**src/rtl/systolic_seq_ctrl.sv**
```systemverilog
// Job sequencer for the systolic array: fetches a weight tile, streams input vectors
// through the array and writes each result vector back over the shared data RAM port.
module systolic_seq_ctrl #(
    parameter int DATA_WIDTH = 8,
    parameter int ARRAY_N    = 4,
    parameter int ADDR_W     = 11,
    parameter int MEM_DEPTH  = 2048,
    parameter int ARRAY_LAT  = 7
) (
    input  logic                                    clk,
    input  logic                                    rst_n,
    input  logic                                    start,
    input  logic                                    abort,
    input  logic [ADDR_W-1:0]                       cfg_w_base,
    input  logic [ADDR_W-1:0]                       cfg_a_base,
    input  logic [15:0]                             cfg_a_len,
    input  logic [ADDR_W-1:0]                       cfg_o_base,
    output logic                                    busy,
    output logic                                    done,
    output logic                                    error,
    output logic                                    mem_ce,
    output logic                                    mem_we,
    output logic [3:0]                              mem_bwe,
    output logic [ADDR_W-1:0]                       mem_addr,
    output logic [31:0]                             mem_wdata,
    input  logic [31:0]                             mem_rdata,
    output logic                                    weights_load,
    output logic [ARRAY_N*ARRAY_N*DATA_WIDTH-1:0]   weight_data,
    output logic                                    in_valid,
    output logic [ARRAY_N*DATA_WIDTH-1:0]           input_data,
    input  logic [2*ARRAY_N*DATA_WIDTH-1:0]         output_data
);

    localparam int ROW_W = ARRAY_N * DATA_WIDTH;
    localparam int RW    = (ARRAY_N > 1) ? $clog2(ARRAY_N) : 1;
    localparam int WW    = (ARRAY_LAT > 1) ? $clog2(ARRAY_LAT) : 1;
    localparam logic [31:0]       DEPTH_L  = 32'(MEM_DEPTH);
    localparam logic [RW-1:0]     R_LAST   = RW'(ARRAY_N - 1);
    localparam logic [WW-1:0]     W_LAST   = WW'(ARRAY_LAT - 1);
    localparam logic [ADDR_W-1:0] ONE_A    = ADDR_W'(1);

    typedef enum logic [3:0] {
        IDLE   = 4'd0,
        W_RD   = 4'd1,
        W_CAP  = 4'd2,
        W_LOAD = 4'd3,
        A_RD   = 4'd4,
        A_CAP  = 4'd5,
        A_WAIT = 4'd6,
        O_WR0  = 4'd7,
        O_WR1  = 4'd8,
        DONE   = 4'd9
    } state_t;

    state_t            state_r;
    logic [RW-1:0]     r_r;
    logic [15:0]       k_r;
    logic [WW-1:0]     wait_r;
    logic [ADDR_W-1:0] w_base_r;
    logic [ADDR_W-1:0] a_base_r;
    logic [ADDR_W-1:0] o_base_r;
    logic [15:0]       a_len_r;
    logic [ROW_W-1:0]  weights_r [ARRAY_N];
    logic [ROW_W-1:0]  hold_r;

    logic [31:0]       w_end_s;
    logic [31:0]       a_end_s;
    logic [31:0]       o_end_s;
    logic              cfg_ok_s;

    // Config range checks, widened to 32 bits so the sums cannot wrap
    always_comb begin
        w_end_s  = 32'(cfg_w_base) + 32'(ARRAY_N);
        a_end_s  = 32'(cfg_a_base) + 32'(cfg_a_len);
        o_end_s  = 32'(cfg_o_base) + {15'd0, cfg_a_len, 1'b0};
        cfg_ok_s = (cfg_a_len != 16'd0) && (w_end_s <= DEPTH_L) &&
                   (a_end_s <= DEPTH_L) && (o_end_s <= DEPTH_L);
    end

    // Flatten the weight rows onto the array bus
    always_comb begin
        weight_data = '0;
        for (int i = 0; i < ARRAY_N; i++) begin
            weight_data[i*ROW_W +: ROW_W] = weights_r[i];
        end
    end

    // Low result word goes straight through in O_WR0; high word comes from the hold register
    always_comb begin
        case (state_r)
            O_WR0:   mem_wdata = output_data[ROW_W-1:0];
            O_WR1:   mem_wdata = hold_r;
            default: mem_wdata = 32'd0;
        endcase
    end

    // Sequencer FSM; strobes are registered on entry to the state that owns them
    always_ff @(posedge clk or negedge rst_n) begin
        if (!rst_n) begin
            state_r      <= IDLE;
            r_r          <= '0;
            k_r          <= 16'd0;
            wait_r       <= '0;
            w_base_r     <= '0;
            a_base_r     <= '0;
            o_base_r     <= '0;
            a_len_r      <= 16'd0;
            hold_r       <= '0;
            input_data   <= '0;
            busy         <= 1'b0;
            done         <= 1'b0;
            error        <= 1'b0;
            mem_ce       <= 1'b0;
            mem_we       <= 1'b0;
            mem_bwe      <= 4'h0;
            mem_addr     <= '0;
            weights_load <= 1'b0;
            in_valid     <= 1'b0;
            for (int i = 0; i < ARRAY_N; i++) begin
                weights_r[i] <= '0;
            end
        end else begin
            weights_load <= 1'b0;
            in_valid     <= 1'b0;
            done         <= 1'b0;
            error        <= 1'b0;
            mem_ce       <= 1'b0;
            mem_we       <= 1'b0;
            mem_bwe      <= 4'h0;
            mem_addr     <= '0;
            if (abort && (state_r != IDLE)) begin
                state_r <= IDLE;
                busy    <= 1'b0;
                r_r     <= '0;
                k_r     <= 16'd0;
                wait_r  <= '0;
            end else begin
                case (state_r)
                    IDLE: begin
                        busy <= 1'b0;
                        r_r  <= '0;
                        k_r  <= 16'd0;
                        if (start) begin
                            w_base_r <= cfg_w_base;
                            a_base_r <= cfg_a_base;
                            o_base_r <= cfg_o_base;
                            a_len_r  <= cfg_a_len;
                            busy     <= 1'b1;
                            if (cfg_ok_s) begin
                                state_r  <= W_RD;
                                mem_ce   <= 1'b1;
                                mem_addr <= cfg_w_base;
                            end else begin
                                state_r <= DONE;
                                done    <= 1'b1;
                                error   <= 1'b1;
                            end
                        end
                    end
                    W_RD: begin
                        state_r <= W_CAP;
                    end
                    W_CAP: begin
                        weights_r[r_r] <= mem_rdata;
                        if (r_r == R_LAST) begin
                            r_r          <= '0;
                            state_r      <= W_LOAD;
                            weights_load <= 1'b1;
                        end else begin
                            r_r      <= r_r + RW'(1);
                            state_r  <= W_RD;
                            mem_ce   <= 1'b1;
                            mem_addr <= w_base_r + ADDR_W'(r_r) + ONE_A;
                        end
                    end
                    W_LOAD: begin
                        state_r  <= A_RD;
                        mem_ce   <= 1'b1;
                        mem_addr <= a_base_r + ADDR_W'(k_r);
                    end
                    A_RD: begin
                        state_r <= A_CAP;
                    end
                    A_CAP: begin
                        input_data <= mem_rdata;
                        in_valid   <= 1'b1;
                        wait_r     <= '0;
                        state_r    <= A_WAIT;
                    end
                    A_WAIT: begin
                        if (wait_r == W_LAST) begin
                            state_r  <= O_WR0;
                            mem_ce   <= 1'b1;
                            mem_we   <= 1'b1;
                            mem_bwe  <= 4'hF;
                            mem_addr <= o_base_r + ADDR_W'({k_r, 1'b0});
                        end else begin
                            wait_r <= wait_r + WW'(1);
                        end
                    end
                    O_WR0: begin
                        hold_r   <= output_data[2*ROW_W-1:ROW_W];
                        state_r  <= O_WR1;
                        mem_ce   <= 1'b1;
                        mem_we   <= 1'b1;
                        mem_bwe  <= 4'hF;
                        mem_addr <= o_base_r + ADDR_W'({k_r, 1'b0}) + ONE_A;
                    end
                    O_WR1: begin
                        if (k_r == (a_len_r - 16'd1)) begin
                            state_r <= DONE;
                            done    <= 1'b1;
                        end else begin
                            k_r      <= k_r + 16'd1;
                            state_r  <= A_RD;
                            mem_ce   <= 1'b1;
                            mem_addr <= a_base_r + ADDR_W'(k_r) + ONE_A;
                        end
                    end
                    DONE: begin
                        state_r <= IDLE;
                        busy    <= 1'b0;
                        k_r     <= 16'd0;
                    end
                    default: begin
                        state_r <= IDLE;
                        busy    <= 1'b0;
                    end
                endcase
            end
        end
    end

endmodule
```
**config.mk**
```make
export PLATFORM = sky130hd
export DESIGN_NAME = systolic_seq_ctrl
export DESIGN_NICKNAME = d
export VERILOG_FILES = /design/src/rtl/systolic_seq_ctrl.sv
export SDC_FILE = /design/constraint.sdc
export NUM_CORES = 1
export LEC_CHECK = 0
export ABC_CLOCK_PERIOD_IN_PS = 4300
export BUFFER_PORTS_ARGS = -buffer_cell sky130_fd_sc_hd__clkbuf_2
export CAP_MARGIN = 20
export CORE_ASPECT_RATIO = 0.9
export CORE_MARGIN = 2
export CORE_UTILIZATION = 45
export CTS_BUF_LIST = sky130_fd_sc_hd__clkbuf_8 sky130_fd_sc_hd__clkbuf_16
export CTS_CLUSTER_DIAMETER = 120
export DETAILED_ROUTE_END_ITERATION = 6
export MAX_ROUTING_LAYER = met4
export PLACE_DENSITY = 0.67
export REMOVE_ABC_BUFFERS = 1
export SYNTH_ARGS = -nofsm -noshare
export SYNTH_HDL_FRONTEND = slang
export SYNTH_SLANG_ARGS = --single-unit
```
**constraint.sdc**
```tcl
create_clock -name clk -period 4.3 [get_ports clk]
set_input_delay 1.29 -clock clk [delete_from_list [all_inputs] [get_ports clk]]
set_output_delay 1.29 -clock clk [all_outputs]
set_load 0.005 [all_outputs]
```
Yosys cells after proc, flatten, opt, wreduce, memory -nomap -nowiden
Cells that the tools add are included.
Word-level totals
  input bits: 149
  flip-flop bits (word level): 288
  word-level logic and storage cells: 135
Operators by class
  equality and inequality tests: 17
  add/sub/neg operators: 13
  reduce and logical (&&, ||, !) cells: 21
  order comparisons: 5
  bitwise logic cells: 2
  mux-type cells: 54
Operators by type and width (count)
  128-bit bitwise mux: 1
  11-bit two-way mux: 6
  11-bit one-hot mux with 6 select lines: 1
  32-bit demux with 2-bit select: 1
  32-bit one-hot mux with 2 select lines: 1
  4-bit one-hot mux with 9 select lines: 1
  11-bit by 1-bit adder with 11-bit output (second input constant): 3
  16-bit two-way mux: 2
  32-bit two-way mux: 1
  16-bit one-hot mux with 2 select lines: 1
  4-bit two-way mux: 7
  11-bit adder: 2
  1-bit two-way mux: 20
  11-bit by 17-bit adder with 18-bit output: 1
  18-bit by 12-bit <= comparator with 1-bit output (second input constant): 1
  11-bit by 16-bit adder with 17-bit output: 1
  17-bit by 12-bit <= comparator with 1-bit output (second input constant): 1
  16-bit by 1-bit adder with 16-bit output (second input constant): 1
  16-bit == test: 1
  4-bit by 3-bit == test with 1-bit output (second input constant): 4
  16-bit nonzero test: 1
  16-bit by 1-bit subtractor with 16-bit output (second input constant): 1
  11-bit by 3-bit adder with 12-bit output (second input constant): 1
  12-bit <= comparator (second input constant): 1
  29 further kinds: 51

Longest topological paths before layout
Gate-level depths: netlist of the first run.
  word-level depth: 9
  depth in mapped cells: 13
  depth with buffers taken out: 12

Worst setup path after synthesis of the first run
Ideal clock, no wire load.
  path kind: input to register
  from: in cfg_a_base[0]
  to: reg mem_addr[2]
  arrival: 3.974 ns
  buffers on the path: 1
  cell stages on the path: 12
  setup slack: 0.244 ns
  cells stage by stage: ha_1 fa_1 a211oi_1 o21ai_0 a221o_1 a21o_1 or4_1 nand3_1 and4_1 nand3_1 clkbuf_1 o21ai_0
On the way
  word-level cells in the longest chain between the ends: 8
RTL lines
  start: declaration: RTL line 15  | input logic [ADDR_W-1:0] cfg_a_base,
  11-bit by 16-bit adder with 17-bit output: RTL line 74  | a_end_s = 32'(cfg_a_base) + 32'(cfg_a_len);
  17-bit by 12-bit <= comparator with 1-bit output: RTL line 77  | (a_end_s <= DEPTH_L) && (o_end_s <= DEPTH_L);
  1-bit logical AND: RTL line 76  | cfg_ok_s = (cfg_a_len != 16'd0) && (w_end_s <= DEPTH_L) &&
  1-bit logical AND: RTL line 77
  11-bit two-way mux: RTL line 149  | if (cfg_ok_s) begin
  11-bit two-way mux: RTL line 143  | if (start) begin
  11-bit one-hot mux with 6 select lines: RTL line 138  | case (state_r)
  11-bit two-way mux: RTL line 131  | if (abort && (state_r != IDLE)) begin
  end signal: assignment: RTL line 152  | mem_addr <= cfg_w_base;
  end signal: assignment: RTL line 173  | mem_addr <= w_base_r + ADDR_W'(r_r) + ONE_A;
  end signal: assignment: RTL line 179  | mem_addr <= a_base_r + ADDR_W'(k_r);
  end: declaration: RTL line 24  | output logic [ADDR_W-1:0] mem_addr,
Every way passes these cells.
A chain may end at the register's enable or synchronous reset.

Worst setup path in the final report of the first run
  from: in cfg_a_base[0]
  to: reg state_r[3]
On the way
  word-level cells in the longest chain between the ends: 8
RTL lines
  11-bit by 16-bit adder with 17-bit output: RTL line 74
  17-bit by 12-bit <= comparator with 1-bit output: RTL line 77
  1-bit logical AND: RTL line 76
  1-bit logical AND: RTL line 77
  4-bit two-way mux: RTL line 149
  4-bit two-way mux: RTL line 143
  4-bit one-hot mux with 9 select lines: RTL line 138
  4-bit two-way mux: RTL line 131
  end signal: assignment: RTL line 132  | state_r <= IDLE;
  end signal: assignment: RTL line 150  | state_r <= W_RD;
  end signal: assignment: RTL line 154  | state_r <= DONE;
  end: declaration: RTL line 55  | state_t state_r;
Every way passes these cells. The select of a mux whose other input is x is not followed.

==> metrics.txt, run 1 <==
status finished clean; Slew headroom 47.2%; largest net degree at the start of global routing 94; post_cts resized 0; Slew Viols, Final 0; worst hold path class reg2reg; Hold Path End o_base_r[3]; layout cells sized above 1 38.5%; placement-stage cell area 17,200 µm²; R2R depth 12; most common cell after layout, fill and taps aside clkbuf_2; CORE AREA 32,100 µm²; Die Wd 195 µm; htree depth 2; post-synthesis compound-gate area fraction 11.1%; crit start category input pin; grt total ovfl 0; R2R Setup Slk 0.59 ns; Final Hold Viols 0; Clock Tree Buf Depth 3; worst-path fanout max 14; RSZ-0062 raised after global routing no; Required @ worst endpoint 4.70 ns; yosys warns 0; fin cells 2,174; Final ANT Viol Nets 0; final WL 42,200 µm; Synth Flop Type dfrtp_1; Final Skew 0.0133 ns; Final Cell Area 18,300 µm²; row count 62; Final GP Congestion 0.904; Initial DRT Pass Iterations 7; initial antenna violation count 0; first-pass GRT wire length 66,100 µm; Post-CTS Setup Bufs 0; mux contribution to synthesized area 14.7%; hold depth 2; synthesized instance count 1,361; layout filler cell count 2,815; Synth Area per Inst 10.8 µm²; DRC 0; crit share post-route 93.2%; post-synth cell types 70; worst skew pair latency 0.53 ns; vias in the first global route 11.8k; Design Power 10,500 µW; IO Port Bufs 362; clk sink count 284; crit path kind in2reg; starting density of the core 45.9%; Placed Instances 2,113; most frequent cells in the layout clkbuf_2, dfrtp_1, nand2_1, mux2_2, nor2_1; ANT cells 0; Power Dens Cells 575 nW/µm²; area grow syn2layout 24.2%; static leakage 0.00940 µW; number of max-cap violations 0; Via-to-Cell Ratio 5.60; simple-gate share of the synthesized area 13.8%; vias 12.2k; # setup viols final 0; gr usage total 25.1%; Synth Area in XOR/XNOR 4.69%; Final min period 4.01 ns; Seq/Total Area, Yosys 48.2%; CTS tree built; die extent in y 176 µm; TritonCTS Buffers 34; element type at the critical path end flop; EDFF count, synth 0; ys async rst share 100%; hpwl dp 31,400 µm; clk slew on worst S/H paths 0.06 ns; Nets 1,939; crit path DAT 4.41 ns; number of DRC markers in iteration 0 862; Post-Synth Adder-Cell Area 5.09%; clock root cell clkbuf_16; largest family of logic cells by synthesized area multiplexers; Worst Min Path Start o_base_r[3]; full die area 34,200 µm²; Peak VDD IR 0.000384 V; reg2reg end mem_addr[10]; I/O pin cnt 363; Post-CTS Hold Fix Bufs 0; DR WL/cell 19.4 µm; Max Clk Rate 0.249 GHz; R2R Path Start k_r[0]; Slew @ Worst Pin 0.790 ns; cell area after synthesis 14,700 µm²; Yosys reg bits 284
-- cell usage after synthesis (4+ instances only) --
cell type / number / area [µm²]
nor3_1: 28 / 140
or3_1: 14 / 87.6
buf_4: 5 / 37.5
o21a_1: 7 / 52.6
buf_1: 17 / 63.8
clkbuf_1: 38 / 143
nand4_1: 13 / 81.3
nand2b_1: 12 / 75.1
xor2_1: 40 / 350
fa_1: 5 / 100
mux2_2: 192 / 2160
o2111ai_1: 4 / 35.0
nand2_1: 192 / 721
a21o_1: 12 / 90.1
a211oi_1: 11 / 82.6
a222oi_1: 5 / 50.1
and2_1: 8 / 50.1
a31o_2: 7 / 61.3
nand3_1: 29 / 145
a31oi_1: 8 / 50.1
xnor2_1: 39 / 342
or4_1: 6 / 45.0
o21ai_0: 51 / 255
o22ai_1: 7 / 43.8
nand3b_1: 9 / 67.6
nor4_1: 12 / 75.1
o211ai_1: 4 / 30.0
inv_1: 27 / 101
nor3b_1: 4 / 30.0
a21oi_1: 40 / 200
o21bai_1: 6 / 45.0
or2_2: 7 / 43.8
a22o_1: 34 / 298
and3_1: 19 / 119
dfrtp_1: 284 / 7110
ha_1: 52 / 651
nor2b_1: 6 / 37.5
nor2_1: 57 / 214
-- kinds of logic (layout without fill, tap and decap cells) --
kind of cell    Yosys count  count (layout)
fa+ha+maj                57              57
mux                     193             193
buf+inv                  90             487
compound gates          232             232
xor+xnor                 79              79
flops                   284             284
simple gates            426             426
-- registers in the layout, summed over array words and instances, names as in the netlist, 2 cells and up --
signal / flops
a_base_r: 11
r_r: 2
mem_addr: 11
a_len_r: 16
state_r: 4
weight_data: 128
o_base_r: 11
hold_r: 32
k_r: 16
w_base_r: 11
input_data: 32
wait_r: 3
-- worst max path at each step --
stage | from | endpoint | slack [ns] | depth (start not counted)
after floorplan | start | mem_addr[2] | -0.09 | 4
after global placement | cfg_a_base[0] | state_r[3] | -0.11 | 14
final | cfg_a_base[0] | state_r[3] | 0.29 | 13
after detailed placement | cfg_a_base[0] | state_r[3] | -0.16 | 13
after CTS | cfg_a_base[0] | state_r[3] | 0.38 | 13
after global routing | cfg_a_base[0] | state_r[3] | 0.18 | 14
-- worst max-delay path, stage by stage --
cell	delay, ns
clkbuf_2	0.11
ha_1	0.22
fa_1	0.41
a211oi_1	0.38
o21ai_0	0.19
a221o_1	0.36
a21o_1	0.20
or4_1	0.40
nand3_1	0.09
and4_1	0.22
nand3_1	0.08
buf_4	0.20
a22o_1	0.24
-- per-stage QoR --
stage / worst slack (ns) / hold WS (ns) / utilization [%] / setup TNS [ns]
2_1_floorplan: -0.0894 / 0.450 / - / -0.920
3_3_place_gp: -0.114 / 0.476 / 53.4 / -0.276
3_5_place_dp: -0.158 / 0.476 / 53.4 / -0.940
4_1_cts: 0.380 / 0.492 / 57.0 / 0
5_1_grt: 0.177 / 0.515 / 57.0 / 0
6_report: 0.291 / 0.486 / 57.0 / 0
-- final cells by class --
class	count	area, µm²	share of cell area, %
multi-input cells	987	7300	39.9
inverters	27	101	0.553
clock buffers	42	972	5.31
repair buffers	399	2120	11.6
well taps	416	520	2.84
flip-flops and latches	284	7110	38.8
clock inverters	19	186	1.02
-- power by group --
group | total (µW) | internal (µW) | switching (µW) | leakage, µW
logic | 3590 | 1600 | 1980 | 0.00506
clock network | 2910 | 1740 | 1170 | 0.000571
registers | 4040 | 3450 | 583 | 0.00376
total | 10500 | 6800 | 3730 | 0.00940
-- layer usage --
metal  up-vias  wire (µm)  GRT usage [%]
li1       5654          -              -
met1      5953      18100           32.5
met2       469      20000           39.9
met3        92       2820           4.55
met4         0       1250           8.46
met5         -          0              -
Power figures use the tool's default switching activity.
==> run 2: changes to the inputs <==
--- a/config.mk
+++ b/config.mk
@@ -5,7 +5,7 @@
 export SDC_FILE = /design/constraint.sdc
 export NUM_CORES = 1
 export LEC_CHECK = 0
-export ABC_CLOCK_PERIOD_IN_PS = 4300
+export ABC_CLOCK_PERIOD_IN_PS = 3950
 export BUFFER_PORTS_ARGS = -buffer_cell sky130_fd_sc_hd__clkbuf_2
 export CAP_MARGIN = 20
 export CORE_ASPECT_RATIO = 0.9
==> constraint.sdc (replaced) <==
create_clock -name clk -period 3.95 [get_ports clk]
set_input_delay 1.185 -clock clk [delete_from_list [all_inputs] [get_ports clk]]
set_output_delay 1.185 -clock clk [all_outputs]
set_load 0.005 [all_outputs]
==> metrics.txt, run 2 (synthesized netlist as in run 1, its figures left out) <==
status finished clean (unchanged); crit path kind in2reg (unchanged); most common cell after layout, fill and taps aside clkbuf_2 (unchanged); row count 62 (unchanged); Slew headroom 42.3% (was 47.2%); Slew @ Worst Pin 0.866 ns (was 0.790 ns); sequential share of power 38.3% (about the same); Required @ worst endpoint 4.35 ns (was 4.70 ns); Logic pwr share 34.1% (about the same); metal3 WL 2430 µm (was 2820 µm); Final ANT Viol Nets 0 (unchanged); Final Skew 0.0177 ns (was 0.0133 ns); I/O pin cnt 363 (unchanged); first-pass GRT wire length 66,600 µm (was 66,100 µm); Initial DRT Pass Iterations 7 (unchanged); number of DRC markers in iteration 0 706 (was 862); clk slew on worst S/H paths 0.06 ns (about the same); area grow syn2layout 25.3% (was 24.2%); grt total ovfl 0 (unchanged); layout filler cell count 2,799 (was 2,815); max incr delay on CP 0.43 ns (was 0.41 ns); placement-stage cell area 17,300 µm² (was 17,200 µm²); full die area 34,200 µm² (unchanged); CP Cell Sequence clkbuf_2, ha_1, fa_1, a211oi_2, o21ai_0, a221o_1, a21o_1, or4_1, nand3_1, and4_1, nand3_1, buf_4, a22o_1 (was clkbuf_2, ha_1, fa_1, a211oi_1, o21ai_0, a221o_1, a21o_1, or4_1, nand3_1, and4_1, nand3_1, buf_4, a22o_1); Net Sw Frac 35.1% (was 35.4%); crit-path leading delay family compound AO/OA/AOI/OAI gates (unchanged); crit share post-route 95.7%; Final Hold Viols 0 (unchanged); clock root cell clkbuf_16 (unchanged); DR WL/cell 19.1 µm (was 19.4 µm); Via-to-Cell Ratio 5.53 (was 5.60); htree depth 2 (unchanged); static leakage 0.00951 µW (was 0.00940 µW); Peak VDD IR 0.000363 V (was 0.000384 V); initial antenna violation count 1 (was 0); most frequent cells in the layout clkbuf_2, dfrtp_1, nand2_1, mux2_2, nor2_1 (unchanged); die extent in y 176 µm (unchanged); Clock Tree Buf Depth 3 (unchanged); Nets 1,958 (was 1,939); worst hold path class reg2reg (unchanged); # setup viols final 0 (unchanged); gr usage total 25.1% (about the same); slowest CP cell fa_1 (unchanged); Power Dens Cells 623 nW/µm² (was 575 nW/µm²); post-route setup slack 0.170 ns (was 0.291 ns); final WL 41,800 µm (was 42,200 µm); Slew Viols, Final 0 (unchanged); RSZ-0062 raised after global routing no (unchanged); starting density of the core 45.9% (unchanged); Setup TNS 0 ns (unchanged); Final Util 57.5% (was 57.0%); CTS tree built (unchanged); worst path bufs/invs 2 (unchanged); Final Cell Area 18,500 µm² (was 18,300 µm²); Design Power 11,500 µW (was 10,500 µW); wire length on met1 18,200 µm (was 18,100 µm); Net Switching 4030 µW (was 3730 µW); Top Layer Used met4 (unchanged); Final min period 3.78 ns; worst-path fanout max 14 (unchanged); Clk pwr share 27.6% (about the same); Max Clk Rate 0.265 GHz; CORE AREA 32,100 µm² (unchanged); cell repeated most along the worst path nand3_1 (unchanged); hpwl dp 31,200 µm (was 31,400 µm); TritonCTS Buffers 34 (unchanged); clk sink count 284 (unchanged); DRC 0 (unchanged); Final GP Congestion 0.905 (was 0.904); DP Worst Slack -0.421 ns (was -0.158 ns); largest net degree at the start of global routing 107 (was 94); worst skew pair latency 0.52 ns (was 0.53 ns); max reg flops 128 (unchanged); Met2 Wirelength 20,300 µm (was 20,000 µm); IO Port Bufs 362 (unchanged); Post-CTS Setup Bufs 0 (unchanged); crit path DAT 4.18 ns (was 4.41 ns); crit start category input pin (unchanged); Internal 7470 µW (was 6800 µW); Die Wd 195 µm (unchanged); vias in the first global route 12.0k (was 11.8k); layout cells sized above 1 39.1% (was 38.5%); vias 12.1k (was 12.2k); number of max-cap violations 0 (unchanged); element type at the critical path end flop (unchanged)
-- run 2: changes by cell type in the layout (fill, tap and decap cells not counted), moves of 2 or more --
cell and change:
buf_4 +19, clkbuf_8 +3, clkinv_2 -2, clkinv_4 -2, clkinvlp_4 -2, inv_1 +2
-- run 2: area by class of cell --
cell class	count	area (µm²)	share of cell area (%)
diodes	1	2.50	0.0135
clock inverters	16	160	0.867
well taps	416	520	2.82
clock buffers	45	1010	5.48
multi-input cells	987	7310	39.5
inverters	27	101	0.548
repair buffers	418	2270	12.3
flip-flops and latches	284	7110	38.5
-- run 2: tightest hold or removal path, cell delays in order, from the launching register on --
cell and delay [ns]:
dfrtp_1 0.34, nand2_1 0.05, nand2_1 0.05
-- run 2: path summary, 6_finish.rpt --
path	from	end	slack, ns	cells past startpoint
min in group asynchronous	rst_n	weight_data[115]	0.72	1
setup / recovery	cfg_a_base[0]	state_r[3]	0.17	13
max in group asynchronous	rst_n	input_data[13]	2.38	2
hold / removal	o_base_r[4]	o_base_r[4]	0.48	2
setup reg to reg	a_len_r[7]	k_r[9]	0.31	10
hold reg to reg	o_base_r[4]	o_base_r[4]	0.48	2
-- run 2: power groups by stage --
| stage | sequential (µW) | combinational (µW) | clock [µW] |
|---|---|---|---|
| floorplan | 4310 | 2370 | 0 |
| global placement | 4430 | 3820 | 0 |
| detailed placement | 4460 | 3890 | 0 |
| CTS | 4410 | 3920 | 3250 |
| global route | 4530 | 4340 | 3370 |
| finish | 4410 | 3920 | 3180 |
-- run 2: timing repair --
item                       in CTS  in global routing
resized for setup               0                  2
setup endpoints to repair       0                  6
hold buffers                    0                  0
-- run 2: metal layers --
| layer | vias up | GRT usage, % |
|---|---|---|
| met1 | 5961 | 32.1 |
| met3 | 64 | 4.55 |
| li1 | 5698 | - |
| met4 | 0 | 7.09 |
| met5 | - | - |
| met2 | 404 | 41.3 |
-- run 2: per-stage QoR --
stage | std cells | hold WS, ns
floorplan | 1298 | 0.450
global placement | 2132 | 0.470
detailed placement | 2132 | 0.469
CTS | 2193 | 0.482
global route | 2194 | 0.509
finish | 2194 | 0.475
